### config.mk
export PLATFORM = sky130hd
export DESIGN_NAME = ssp_fifo_flags_flat
export DESIGN_NICKNAME = d
export VERILOG_FILES = /design/src/rtl/ssp_fifo_flags_if.sv /design/src/rtl/ssp_fifo_flags.sv /design/src/flat_wrapper.sv
export SDC_FILE = /design/constraint.sdc
export NUM_CORES = 1
export LEC_CHECK = 0
export CORE_ASPECT_RATIO = 1.5
export CORE_UTILIZATION = 55
export CTS_BUF_LIST = sky130_fd_sc_hd__clkbuf_4 sky130_fd_sc_hd__clkbuf_8
export DETAILED_ROUTE_END_ITERATION = 10
export PLACE_DENSITY_LB_ADDON = 0.08
export SLEW_MARGIN = 20
export SYNTH_ARGS = -nofsm -noshare
export SYNTH_HDL_FRONTEND = slang
export SYNTH_SLANG_ARGS = --single-unit
### constraint.sdc
create_clock -name PCLK -period 6.35 [get_ports PCLK]
set_input_delay 0.9525 -clock PCLK [delete_from_list [all_inputs] [get_ports PCLK]]
set_output_delay 0.9525 -clock PCLK [all_outputs]
set_load 0.01 [all_outputs]
### src/rtl/ssp_fifo_flags_if.sv
// ssp_fifo_flags_if: push/pop strobes, FIFO data and status flags exchanged
// between the SSP FIFO pair and its users (APB register file, serial core,
// DMA request logic). The slave modport is the FIFO block side.
interface ssp_fifo_flags_if #(
    parameter int DW = 16
);
    logic          TXWrite;
    logic [DW-1:0] PWDATA;
    logic          TXRead;
    logic [DW-1:0] TXData;
    logic          RXWrite;
    logic [DW-1:0] RXWData;
    logic          RXRead;
    logic [DW-1:0] RXData;
    logic          RORClr;
    logic          TXDMACLR;
    logic          RXDMACLR;
    logic          TXRIS;
    logic          RXRIS;
    logic          TXFLTE7Full;
    logic          RXFGTE1Full;
    logic          TFE;
    logic          TNF;
    logic          RNE;
    logic          RFF;
    logic          RORRIS;
    logic          IntTXDMACLRSync;
    logic          IntRXDMACLRSync;

    modport slave (
        input  TXWrite, PWDATA, TXRead, RXWrite, RXWData, RXRead,
               RORClr, TXDMACLR, RXDMACLR,
        output TXData, RXData, TXRIS, RXRIS, TXFLTE7Full, RXFGTE1Full,
               TFE, TNF, RNE, RFF, RORRIS, IntTXDMACLRSync, IntRXDMACLRSync
    );

    modport master (
        output TXWrite, PWDATA, TXRead, RXWrite, RXWData, RXRead,
               RORClr, TXDMACLR, RXDMACLR,
        input  TXData, RXData, TXRIS, RXRIS, TXFLTE7Full, RXFGTE1Full,
               TFE, TNF, RNE, RFF, RORRIS, IntTXDMACLRSync, IntRXDMACLRSync
    );
endinterface

### src/rtl/ssp_fifo_flags.sv
// ssp_fifo_flags: SSP transmit/receive FIFO pair with occupancy flags,
// sticky receive-overrun status and DMA clear pulse generation.
// Optional feature macro: SSP_DMACLR_SYNC_EN -- when defined, TXDMACLR and
// RXDMACLR pass through a two-flop synchroniser before edge detection
// (pulse 3 PCLK edges after the input rises instead of 1).

// Single 8-entry FIFO: full pushes are refused (a same-cycle pop does not
// make room), empty pops are ignored, head reads zero when empty.
module ssp_fifo_flags_fifo #(
    parameter int  DW    = 16,
    parameter int  DEPTH = 8,
    localparam int AW    = $clog2(DEPTH),
    localparam int CW    = AW + 1
) (
    input  logic          PCLK,
    input  logic          PRESETn,
    input  logic          push,
    input  logic          pop,
    input  logic [DW-1:0] wdata,
    output logic [DW-1:0] rdata,
    output logic [CW-1:0] count
);
    logic [DW-1:0] mem_q [DEPTH];
    logic [AW-1:0] wptr_q, wptr_d;
    logic [AW-1:0] rptr_q, rptr_d;
    logic [CW-1:0] count_q, count_d;
    logic          push_ok, pop_ok;

    // Accept/ignore decisions and next pointer/count values
    always_comb begin
        push_ok = push && (count_q != CW'(DEPTH));
        pop_ok  = pop && (count_q != '0);
        wptr_d  = push_ok ? wptr_q + AW'(1) : wptr_q;
        rptr_d  = pop_ok ? rptr_q + AW'(1) : rptr_q;
        count_d = count_q + CW'(push_ok) - CW'(pop_ok);
    end

    // Pointer and count registers, cleared asynchronously
    always_ff @(posedge PCLK or negedge PRESETn) begin
        if (!PRESETn) begin
            wptr_q  <= '0;
            rptr_q  <= '0;
            count_q <= '0;
        end else begin
            wptr_q  <= wptr_d;
            rptr_q  <= rptr_d;
            count_q <= count_d;
        end
    end

    // Entry storage, deliberately not reset
    always_ff @(posedge PCLK) begin
        if (push_ok) begin
            mem_q[wptr_q] <= wdata;
        end
    end

    assign rdata = (count_q != '0) ? mem_q[rptr_q] : '0;
    assign count = count_q;
endmodule

module ssp_fifo_flags #(
    parameter int DW    = 16,
    parameter int DEPTH = 8
) (
    input  logic           PCLK,
    input  logic           PRESETn,
    ssp_fifo_flags_if.slave bus
);
    localparam int CW = $clog2(DEPTH) + 1;

    logic [CW-1:0] tx_count;
    logic [CW-1:0] rx_count;
    logic          rx_reject;
    logic          ror_q, ror_d;
    logic [1:0]    clr_in;
    logic [1:0]    clr_pulse;

    ssp_fifo_flags_fifo #(.DW(DW), .DEPTH(DEPTH)) u_tx (
        .PCLK    (PCLK),
        .PRESETn (PRESETn),
        .push    (bus.TXWrite),
        .pop     (bus.TXRead),
        .wdata   (bus.PWDATA),
        .rdata   (bus.TXData),
        .count   (tx_count)
    );

    ssp_fifo_flags_fifo #(.DW(DW), .DEPTH(DEPTH)) u_rx (
        .PCLK    (PCLK),
        .PRESETn (PRESETn),
        .push    (bus.RXWrite),
        .pop     (bus.RXRead),
        .wdata   (bus.RXWData),
        .rdata   (bus.RXData),
        .count   (rx_count)
    );

    // Flags decode straight from the registered counts
    assign bus.TXRIS       = (tx_count <= CW'(DEPTH / 2));
    assign bus.TXFLTE7Full = (tx_count <= CW'(DEPTH - 1));
    assign bus.TFE         = (tx_count == '0);
    assign bus.TNF         = (tx_count != CW'(DEPTH));
    assign bus.RXRIS       = (rx_count >= CW'(DEPTH / 2));
    assign bus.RXFGTE1Full = (rx_count >= CW'(1));
    assign bus.RNE         = (rx_count != '0);
    assign bus.RFF         = (rx_count == CW'(DEPTH));

    // Overrun is set by a push into a full RX FIFO; set beats clear
    always_comb begin
        rx_reject = bus.RXWrite && (rx_count == CW'(DEPTH));
        ror_d     = rx_reject | (ror_q & ~bus.RORClr);
    end

    // Sticky overrun status register
    always_ff @(posedge PCLK or negedge PRESETn) begin
        if (!PRESETn) begin
            ror_q <= 1'b0;
        end else begin
            ror_q <= ror_d;
        end
    end

    assign bus.RORRIS = ror_q;

    // Channel 0 is TX, channel 1 is RX
    assign clr_in              = {bus.RXDMACLR, bus.TXDMACLR};
    assign bus.IntTXDMACLRSync = clr_pulse[0];
    assign bus.IntRXDMACLRSync = clr_pulse[1];

    genvar gi;
    generate
        for (gi = 0; gi < 2; gi++) begin : g_clr
`ifdef SSP_DMACLR_SYNC_EN
            logic sync1_q, sync1_d, sync2_q, sync2_d;
            logic dly_q, dly_d, pulse_q, pulse_d;

            // Two-flop synchroniser, then rising-edge detect against a delayed copy
            always_comb begin
                sync1_d = clr_in[gi];
                sync2_d = sync1_q;
                dly_d   = sync2_q;
                pulse_d = sync2_q & ~dly_q;
            end

            // Synchroniser, delay and pulse registers
            always_ff @(posedge PCLK or negedge PRESETn) begin
                if (!PRESETn) begin
                    sync1_q <= 1'b0;
                    sync2_q <= 1'b0;
                    dly_q   <= 1'b0;
                    pulse_q <= 1'b0;
                end else begin
                    sync1_q <= sync1_d;
                    sync2_q <= sync2_d;
                    dly_q   <= dly_d;
                    pulse_q <= pulse_d;
                end
            end
`else
            logic dly_q, dly_d, pulse_q, pulse_d;

            // Input is already PCLK-synchronous: edge detect against one register stage
            always_comb begin
                dly_d   = clr_in[gi];
                pulse_d = clr_in[gi] & ~dly_q;
            end

            // Delay and pulse registers
            always_ff @(posedge PCLK or negedge PRESETn) begin
                if (!PRESETn) begin
                    dly_q   <= 1'b0;
                    pulse_q <= 1'b0;
                end else begin
                    dly_q   <= dly_d;
                    pulse_q <= pulse_d;
                end
            end
`endif
            assign clr_pulse[gi] = pulse_q;
        end
    endgenerate
endmodule
### src/flat_wrapper.sv
// flat-port wrapper written by rule: the top's interface ports become plain ports
module ssp_fifo_flags_flat 
#(
    parameter int DW    = 16,
    parameter int DEPTH = 8
)
  (PCLK, PRESETn, bus_TXWrite, bus_PWDATA, bus_TXRead, bus_RXWrite, bus_RXWData, bus_RXRead, bus_RORClr, bus_TXDMACLR, bus_RXDMACLR, bus_TXData, bus_RXData, bus_TXRIS, bus_RXRIS, bus_TXFLTE7Full, bus_RXFGTE1Full, bus_TFE, bus_TNF, bus_RNE, bus_RFF, bus_RORRIS, bus_IntTXDMACLRSync, bus_IntRXDMACLRSync);
  ssp_fifo_flags_if #(.DW(DW)) bus_i ();
  input  logic PCLK;
  input  logic PRESETn;
  input wire logic [$bits(bus_i.TXWrite)-1:0] bus_TXWrite;
  input wire logic [$bits(bus_i.PWDATA)-1:0] bus_PWDATA;
  input wire logic [$bits(bus_i.TXRead)-1:0] bus_TXRead;
  input wire logic [$bits(bus_i.RXWrite)-1:0] bus_RXWrite;
  input wire logic [$bits(bus_i.RXWData)-1:0] bus_RXWData;
  input wire logic [$bits(bus_i.RXRead)-1:0] bus_RXRead;
  input wire logic [$bits(bus_i.RORClr)-1:0] bus_RORClr;
  input wire logic [$bits(bus_i.TXDMACLR)-1:0] bus_TXDMACLR;
  input wire logic [$bits(bus_i.RXDMACLR)-1:0] bus_RXDMACLR;
  output wire logic [$bits(bus_i.TXData)-1:0] bus_TXData;
  output wire logic [$bits(bus_i.RXData)-1:0] bus_RXData;
  output wire logic [$bits(bus_i.TXRIS)-1:0] bus_TXRIS;
  output wire logic [$bits(bus_i.RXRIS)-1:0] bus_RXRIS;
  output wire logic [$bits(bus_i.TXFLTE7Full)-1:0] bus_TXFLTE7Full;
  output wire logic [$bits(bus_i.RXFGTE1Full)-1:0] bus_RXFGTE1Full;
  output wire logic [$bits(bus_i.TFE)-1:0] bus_TFE;
  output wire logic [$bits(bus_i.TNF)-1:0] bus_TNF;
  output wire logic [$bits(bus_i.RNE)-1:0] bus_RNE;
  output wire logic [$bits(bus_i.RFF)-1:0] bus_RFF;
  output wire logic [$bits(bus_i.RORRIS)-1:0] bus_RORRIS;
  output wire logic [$bits(bus_i.IntTXDMACLRSync)-1:0] bus_IntTXDMACLRSync;
  output wire logic [$bits(bus_i.IntRXDMACLRSync)-1:0] bus_IntRXDMACLRSync;
  assign bus_i.TXWrite = bus_TXWrite;
  assign bus_i.PWDATA = bus_PWDATA;
  assign bus_i.TXRead = bus_TXRead;
  assign bus_i.RXWrite = bus_RXWrite;
  assign bus_i.RXWData = bus_RXWData;
  assign bus_i.RXRead = bus_RXRead;
  assign bus_i.RORClr = bus_RORClr;
  assign bus_i.TXDMACLR = bus_TXDMACLR;
  assign bus_i.RXDMACLR = bus_RXDMACLR;
  assign bus_TXData = bus_i.TXData;
  assign bus_RXData = bus_i.RXData;
  assign bus_TXRIS = bus_i.TXRIS;
  assign bus_RXRIS = bus_i.RXRIS;
  assign bus_TXFLTE7Full = bus_i.TXFLTE7Full;
  assign bus_RXFGTE1Full = bus_i.RXFGTE1Full;
  assign bus_TFE = bus_i.TFE;
  assign bus_TNF = bus_i.TNF;
  assign bus_RNE = bus_i.RNE;
  assign bus_RFF = bus_i.RFF;
  assign bus_RORRIS = bus_i.RORRIS;
  assign bus_IntTXDMACLRSync = bus_i.IntTXDMACLRSync;
  assign bus_IntRXDMACLRSync = bus_i.IntRXDMACLRSync;
  ssp_fifo_flags #(.DW(DW), .DEPTH(DEPTH)) u_core (.PCLK(PCLK), .PRESETn(PRESETn), .bus(bus_i));
endmodule
==> flow_summary.json <==
{
  "outcome": "finished clean",
  "start_kind": "flip-flop",
  "synth_warnings": 0,
  "nets": 677,
  "syn-cell-area_mm2": 0.0110,
  "grt_pass1_wl_um": 30900,
  "firstDrtPassIters": 4,
  "r2r_cells": 5,
  "seq_area_frac_synth_pct": 75.9,
  "arrival_ns": 2.98,
  "async_flop_share_pct": 8.90,
  "critPathKind": "reg2out",
  "ys_ff_latch": 281,
  "cts_buffer_depth": 3,
  "fin_cells": 905,
  "gp_congestion": 0.701,
  "synthCells": 510,
  "synth_edf_count": 256,
  "rsz0062_at_grt": "no",
  "ant_nets": 0,
  "start_util_pct": 56.7,
  "min_period_ns": 3.94,
  "ir_drop_v": 0.000404,
  "p_leak_nw": 4.37,
  "grt-ovfl-total": 0,
  "dpl.hpwl_um": 11900,
  "seqCellArea_mm2": 0.00832,
  "grt_max_degree": 35,
  "hp-class": "reg2reg",
  "syn_nets": 570,
  "wl_per_cell_um": 22.3,
  "period_share_pct": 62.0,
  "drt_wl_total_um": 20100,
  "grt_pass1_vias": 5626,
  "die_h_um": 175,
  "relSlewSlack_pct": 27.3,
  "die-area_mm2": 0.0205,
  "antenna_cells": 0,
  "critical_path_required_ns": 5.40,
  "min_path_cells": 1,
  "clk_transition_reported_paths_ns": 0.06,
  "design.core.area_mm2": 0.0193,
  "grt_antenna_before_repair": 0,
  "cts_root_buf": "clkbuf_8",
  "finalHoldViolations": 0,
  "cts_buffers": 41,
  "fin_setup_tns_ns": 0,
  "skew_ns": 0.0213,
  "place_inst": 830,
  "clkSinkCount": 281,
  "setup_viol": 0,
  "die_w_um": 117,
  "multi_input_area_mm2": 0.00252,
  "syn_avg_cell_area_um2": 21.5,
  "n_fill_cell": 1285,
  "vias": 5202,
  "syn_to_final_growth_pct": 18.2,
  "drt-vias-per-instance": 5.75,
  "cp-end-kind": "output port",
  "fmax_mhz": 254,
  "slew_violations": 0,
  "hold_buffers": 0,
  "htreeDepth": 2,
  "post-cts-setup-buffers": 0,
  "io_buffer_count": 83,
  "cts_resized": 0,
  "drc": 0,
  "io_pins": 84,
  "worst_pin_slew_ns": 1.09,
  "synth_cell_types": 33,
  "p_per_area_mw_per_mm2": 468,
  "cp_max_fo": 16,
  "drt_iter0_markers": 212,
  "cts_tree": "built",
  "max_cap_viol_count": 0,
  "drive_gt1_share_pct": 25.9,
  "fp-row-count": 62,
  "yosys_most_used_dff": "edfxtp_1",
  "track_usage_pct": 21.1,
  "clk_latency_ns": 0.54
}
==> logic make-up (layout without fill, tap and decap cells) <==
logic type | count (synthesis) | after routing | synth area share, %
xor gates and xnor gates | 12 | 12 | 0.960
muxes | 68 | 68 | 13.6
and+or+nand+nor | 49 | 49 | 2.38
adders and majority gates | 19 | 19 | 2.31
AOI/OAI and AO/OA | 38 | 38 | 2.91
buffers and inverters | 43 | 182 | 1.95
DFF | 281 | 281 | 75.9
==> report_power, final <==
part           switching [mW]  internal, mW
clock                   0.642         0.802
sequential              0.250          2.36
combinational           0.918          1.09
==> worst max-delay path: stages (launching register included) <==
cell and delay (ns):
dfrtp_1 0.39, inv_1 0.07, ha_1 0.17, or3b_4 0.25, inv_2 0.04, nor2_2 0.68, a22o_1 0.29, clkdlybuf4s50_1 0.55
==> flip-flops by register name, indices dropped and copies added (netlist names), 2 cells and up <==
name	count
u_core.g_clr.dly_q	2
u_core.u_rx.count	4
u_core.u_rx.mem_q	128
u_core.u_rx.rptr_q	3
u_core.u_rx.wptr_q	3
u_core.u_tx.count	4
u_core.u_tx.mem_q	128
u_core.u_tx.rptr_q	3
u_core.u_tx.wptr_q	3
==> per-layer routing <==
| metal | wire, um | up-vias | global-route usage (%) |
|---|---|---|---|
| li1 | - | 2310 | - |
| met3 | 925 | 36 | 4.44 |
| met2 | 11500 | 131 | 39.3 |
| met5 | 0 | - | 0 |
| met4 | 403 | 0 | 6.75 |
| met1 | 7300 | 2725 | 23.5 |
==> through the flow <==
stage	hold WS [ns]	area [um^2]	setup WS (ns)	utilization [%]	total power, mW
after floorplan	0.378	11000	3.69	-	3.85
after global placement	0.388	12100	2.93	62.5	4.62
after detailed placement	0.399	12100	2.90	62.5	4.68
after CTS	0.408	12900	2.30	66.9	6.13
after global routing	0.427	12900	2.20	67.0	6.38
final	0.404	12900	2.41	67.0	6.06
==> layout by cell type, fill, tap and decap left out, types with 5 or more instances in the layout <==
cell type and n:
ha_1 17, clkinv_2 8, nor2_2 8, clkdlybuf4s50_1 83, nor2_4 5, inv_1 17
edfxtp_1 256, dfrtp_1 21, mux4_2 64, nand3_1 7, xnor2_1 9, clkinv_1 6
clkbuf_4 13, a22o_1 33, buf_4 6, clkbuf_8 44, nand2_1 8
==> synth_stat cells, types with 3 or more instances <==
cell / instances / area share, %
edfxtp_1: 256 / 70
mux4_2: 64 / 13
a22o_1: 33 / 2.6
dfrtp_1: 25 / 5.7
ha_1: 17 / 1.9
inv_1: 17 / 0.58
nor2_1: 13 / 0.45
buf_2: 9 / 0.41
xnor2_1: 9 / 0.72
clkbuf_1: 8 / 0.27
nand2_1: 8 / 0.27
nand3_1: 7 / 0.32
buf_6: 4 / 0.41
nand2b_1: 4 / 0.23
nor3_1: 4 / 0.18
buf_4: 3 / 0.21
mux2_2: 3 / 0.31
nor2b_1: 3 / 0.17
xor2_1: 3 / 0.24
==> path summary, 6_finish.rpt <==
path,startpoint,to,slack (ns)
max in group asynchronous,PRESETn,u_core.u_rx.rptr_q[0],5.31
hold reg to reg,u_core.g_clr[0].dly_q,u_core.bus.IntTXDMACLRSync,0.40
hold / removal,u_core.g_clr[0].dly_q,u_core.bus.IntTXDMACLRSync,0.40
min in group asynchronous,PRESETn,u_core.u_tx.wptr_q[0],0.77
setup reg to reg,u_core.u_tx.count[2],u_core.u_tx.mem_q[2][10],3.83
setup / recovery,u_core.u_tx.count[3],bus_TXData[15],2.41
==> layout make-up <==
type | instances | area share (%)
Clock buffer | 57 | 5.43
Sequential cell | 281 | 64.3
Multi-Input combinational cell | 186 | 19.5
Tap cell | 256 | 2.47
Clock inverter | 18 | 1.06
Inverter | 18 | 0.522
Timing Repair Buffer | 89 | 6.77
Power figures use the tool's default switching activity.
